==> config.mk <==
export PLATFORM = sky130hd
export DESIGN_NAME = mem_copy_engine
export DESIGN_NICKNAME = d
export VERILOG_FILES = /design/src/rtl/mem_copy_engine.sv
export SDC_FILE = /design/constraint.sdc
export NUM_CORES = 1
export LEC_CHECK = 0
export CAP_MARGIN = 25
export CORE_ASPECT_RATIO = 0.6
export CORE_MARGIN = 1.5
export CORE_UTILIZATION = 56
export DETAILED_ROUTE_END_ITERATION = 8
export PLACE_DENSITY = 0.82
export SYNTH_ARGS = -nofsm -noshare
export SYNTH_HDL_FRONTEND = slang
export SYNTH_SLANG_ARGS = --single-unit
==> constraint.sdc <==
create_clock -name clk -period 3 [get_ports clk]
set_input_delay 0.45 -clock clk [delete_from_list [all_inputs] [get_ports clk]]
set_output_delay 0.45 -clock clk [all_outputs]
set_load 0.05 [all_outputs]
==> src/rtl/mem_copy_engine.sv <==
// mem_copy_engine: memmove-style block copy engine driving an 8-bit data memory.
// One byte per READ/WRITE cycle pair; direction chosen at start so overlaps copy correctly.
module mem_copy_engine #(
    parameter int ADDR_W = 8,
    parameter int DATA_W = 8
) (
    input  logic              clk,
    input  logic              resetN,
    input  logic              start,
    input  logic [ADDR_W-1:0] srcAddr,
    input  logic [ADDR_W-1:0] dstAddr,
    input  logic [ADDR_W-1:0] len,
    input  logic [DATA_W-1:0] memDataIn,
    output logic [ADDR_W-1:0] memAddr,
    output logic [DATA_W-1:0] memDataOut,
    output logic              memWriteEnable,
    output logic              busy,
    output logic              done
);

    typedef enum logic [1:0] {
        S_IDLE,
        S_READ,
        S_WRITE,
        S_DONE
    } state_e;

    state_e            state_q, state_d;
    logic [ADDR_W-1:0] src_q, src_d;
    logic [ADDR_W-1:0] dst_q, dst_d;
    logic [ADDR_W-1:0] cnt_q, cnt_d;
    logic [DATA_W-1:0] hold_q, hold_d;
    logic              back_q, back_d;
    logic [ADDR_W-1:0] diff;
    logic              go_back;

    // Backward copy only when the destination starts inside the source run.
    assign diff    = dstAddr - srcAddr;
    assign go_back = (diff != '0) && (diff < len);

    // State and datapath registers.
    always_ff @(posedge clk or negedge resetN) begin
        if (!resetN) begin
            state_q <= S_IDLE;
            src_q   <= '0;
            dst_q   <= '0;
            cnt_q   <= '0;
            hold_q  <= '0;
            back_q  <= 1'b0;
        end else begin
            state_q <= state_d;
            src_q   <= src_d;
            dst_q   <= dst_d;
            cnt_q   <= cnt_d;
            hold_q  <= hold_d;
            back_q  <= back_d;
        end
    end

    // Next-state and pointer/counter updates.
    always_comb begin
        state_d = state_q;
        src_d   = src_q;
        dst_d   = dst_q;
        cnt_d   = cnt_q;
        hold_d  = hold_q;
        back_d  = back_q;
        unique case (state_q)
            S_IDLE: begin
                if (start) begin
                    back_d = go_back;
                    cnt_d  = len;
                    if (go_back) begin
                        src_d = srcAddr + len - ADDR_W'(1);
                        dst_d = dstAddr + len - ADDR_W'(1);
                    end else begin
                        src_d = srcAddr;
                        dst_d = dstAddr;
                    end
                    state_d = (len == '0) ? S_DONE : S_READ;
                end
            end
            S_READ: begin
                hold_d  = memDataIn;
                state_d = S_WRITE;
            end
            S_WRITE: begin
                src_d   = back_q ? src_q - ADDR_W'(1) : src_q + ADDR_W'(1);
                dst_d   = back_q ? dst_q - ADDR_W'(1) : dst_q + ADDR_W'(1);
                cnt_d   = cnt_q - ADDR_W'(1);
                state_d = (cnt_q == ADDR_W'(1)) ? S_DONE : S_READ;
            end
            S_DONE: begin
                state_d = S_IDLE;
            end
            default: begin
                state_d = S_IDLE;
            end
        endcase
    end

    // Memory-side and status outputs decoded from registered state only.
    always_comb begin
        memAddr        = '0;
        memDataOut     = hold_q;
        memWriteEnable = 1'b0;
        busy           = 1'b0;
        done           = 1'b0;
        unique case (state_q)
            S_READ: begin
                memAddr = src_q;
                busy    = 1'b1;
            end
            S_WRITE: begin
                memAddr        = dst_q;
                memWriteEnable = 1'b1;
                busy           = 1'b1;
            end
            S_DONE: begin
                done = 1'b1;
            end
            default: begin
                memAddr = '0;
            end
        endcase
    end

endmodule

==> run metrics, run 1 <==
worst path arrival time=3.58 ns; DR WL/cell=19.4 um; vias=4107; Max VDD drop=0.884 mV; total placed cells including tap cells=632; first-pass GRT wire length=19000 um; FMAX=295 MHz; clk_lat worst skew=0.31 ns; final WL=12700 um; PwrDens=987 nW/um^2; Clock Skews=0.00595 ns; Clk pin slew, worst setup/hold paths=0.08 ns; Congestion Overflow GR=0; RR Endpoint=src_q[6]; endpoints failing setup=17; TritonCTS Sinks=35; Finished Layout Cells=656; DR pass1 iterations=5; Synth Warn #=0; RSZ-0062 raised after global routing=true; GRT Total Usage=35.4%; Final Cell Area=5350 um^2; count of unique library cells instantiated by Yosys=50; relative slew slack=37.7%; peak fanout along the critical path=5; gpl congestion=0.850; Post-DP Area=4910 um^2; Bufs on Longest Clock Path=2; most used cell, CP=a211oi_2; IO Pins=54; sequential-to-total area share from yosys stat=23.2%; post-synth top area share=23.2%; post-synthesis net count=541; Psw=2.66 mW; root buffer cell=clkbuf_8; TritonCTS clock tree=built; CP Capture Point=src_q[2]; Final Hold Viols=0; initial antenna violation count=0; r2r setup slk=0.44 ns; #FFs+latches synth=35; part of the power in registers=18.2%; # H-tree levels=2; Logic pwr share=73.5%; Num CTS Buffers=5; fin nets=670; async set or reset register ratio after synthesis=100%; Main synth FF type=dfrtp_1; WS Path Type=input port to register; layout cell share with drive strength beyond 1=26.0%; DRT iter0 DRCs=371; failing checks=negative setup slack; Max Cap Viol=0; vias per cell=6.26; largest net degree at the start of global routing=36; Max Transition Viols Final=0; CP max stage cell=fa_2; Fill cells=342; PnR worst setup slack=-0.394 ns; Worst-Margin Slew=0.930 ns; vias in the first global route=3959; die span in x=109 um; Sw Ratio=50.3%; Final ANT Viol Nets=0; synthesized area per cell=8.50 um^2; CP startpoint=dstAddr[0]; synthesized area=3770 um^2; Remaining DRCs=0; Starting Density=59.8%; Fin Setup TNS=-4.90 ns; static leakage=2.52 nW; synth cell count leaders=inv_1 (67), ha_1 (58), a21oi_1 (36), dfrtp_1 (35); dominant cell type by area after synthesis=dfrtp_1; Critical Path Max Stage Delay=0.36 ns; number of hold buffers added after CTS=0; Post-Synthesis Cells=443; CP Launch Type=input port; synth top area cells=dfrtp_1 (23%), ha_1 (19%), inv_1 (6.7%); Pint=2.62 mW; worst r2r src=back_q; worst r2r path cells=9; core area=6300 um^2; Core Rows=22; min-delay worst type=input port to asynchronous set/reset pin; Port Buf Inserts=53; number of diodes=0; Clock power frac=8.3%; period utilization=113%; Post-synth EDFFs=0; run status=finished with violations; Layout area overhead=42.1%; CP endpoint kind=register; Die Y=66.5 um; Critical Path RT=3.19 ns; Final min period=3.39 ns; die area=7250 um^2; most common cell in the netlist=inv_1; crit-path cells=buf_8 > inv_12 > ha_4 > inv_2 > fa_2 > a211oi_4 > o21bai_1 > a21oi_2 > xnor2_2 > ha_1 > nand4_1 > a211oi_2 > a211oi_2 > o41ai_4 > buf_12 > buf_4 > mux2i_1 > a221o_1; DP HPWL=8350 um
area by class of cell:
| type | instances | area (um^2) | area share [%] |
|---|---|---|---|
| inverter | 67 | 267 | 4.98 |
| timing repair buffer | 135 | 1220 | 22.8 |
| clock buffer | 5 | 68.8 | 1.29 |
| tap | 84 | 105 | 1.96 |
| sequential | 35 | 876 | 16.4 |
| clock inverter | 2 | 37.5 | 0.701 |
| multi-input combinational | 328 | 2780 | 51.9 |
worst max-delay path: cells and delay by family:
| kind | cells | cell delay [ns] |
|---|---|---|
| AOI/OAI and AO/OA | 7 | 1.42 |
| xor gates and xnor gates | 1 | 0.12 |
| adders and majority gates | 3 | 0.81 |
| buffers and inverters | 5 | 0.51 |
| muxes | 1 | 0.16 |
| and+or+nand+nor | 1 | 0.12 |
through the flow:
stage	power [mW]	hold slack (ns)	setup WS [ns]	utilization, %
6_report	5.28	0.221	-0.394	84.9
5_1_grt	5.59	0.290	-0.503	84.9
2_1_floorplan	3.37	0.154	-0.252	-
3_5_place_dp	4.48	0.495	-1.11	77.9
3_3_place_gp	4.33	0.488	-1.06	77.9
4_1_cts	5.06	0.252	-0.286	83.7
routing by layer:
layer	vias up	wire, um	global-route usage, %
met2	235	5910	58.0
met1	1963	5170	43.8
met3	60	1080	9.59
met4	0	559	15.8
li1	1849	-	-
met5	-	0	0
logic make-up after synthesis:
| family | count (synthesis) | share of synthesized area (%) |
|---|---|---|
| simple gates | 88 | 12.3 |
| compound gates | 136 | 23.6 |
| flops | 35 | 23.2 |
| xor+xnor | 18 | 4.18 |
| mux | 23 | 6.44 |
| fa+ha+maj | 63 | 21.9 |
| buf+inv | 80 | 8.37 |
sequential cells by signal, summed over array words and instances (netlist names):
register,count
state_q,2
cnt_q,8
dst_q,8
src_q,8
back_q,1
memDataOut,8
worst min path at each step:
stage	from	endpoint	slack, ns	cells past startpoint
floorplan	resetN	back_q	0.15	0
global placement	memDataOut[6]	memDataOut[6]	0.49	1
detailed placement	memDataOut[5]	memDataOut[5]	0.50	1
CTS	resetN	src_q[7]	0.25	1
global route	resetN	src_q[7]	0.29	1
finish	resetN	src_q[7]	0.22	1
cells in the final DEF (no fill, tap or decap), drive strengths merged, types with 3 or more instances in the layout:
cell type	netlist	routed
o21ai	27	27
o211ai	6	6
a21oi	36	36
o21a	5	5
o41ai	3	3
a31oi	6	6
nor3b	3	3
ha	58	58
nor2	19	19
a22oi	8	8
clkdlybuf4s50	0	34
nand4	4	4
buf	2	95
xor2	8	8
nor2b	16	16
nand3	4	4
nand2b	3	3
dfrtp	35	35
inv	67	67
fa	5	5
a21o	9	9
or3	5	5
nor3	6	6
nor4	3	3
mux2i	13	13
dlygate4sd2	0	5
xnor2	10	10
o22ai	11	11
mux2	10	10
or4	3	3
nand2	19	19
a211oi	7	7
clkbuf	11	5
a21boi	5	5
power groups by stage:
stage	Sequential, mW	Clock (mW)	Combinational, mW
finish	0.963	0.436	3.88
floorplan	1.10	0	2.27
global placement	0.938	0	3.40
CTS	0.946	0.431	3.69
global route	0.990	0.451	4.15
detailed placement	0.951	0	3.53
timing repair:
item,4_1_cts,5_1_grt
setup buffers,11,4
cloned,2,0
endpoints found under the setup margin,17,17
resized for setup,49,14
pin swaps,22,16
No activity file was read; power rests on OpenSTA's default activity.
==> run 2, diff against run 1 <==
Settings changed: CAP_MARGIN 25 to 20, TNS_END_PERCENT set to 100.
==> results of run 2 <==
No change in the layout: final DEF, timing and power equal those of run 1.
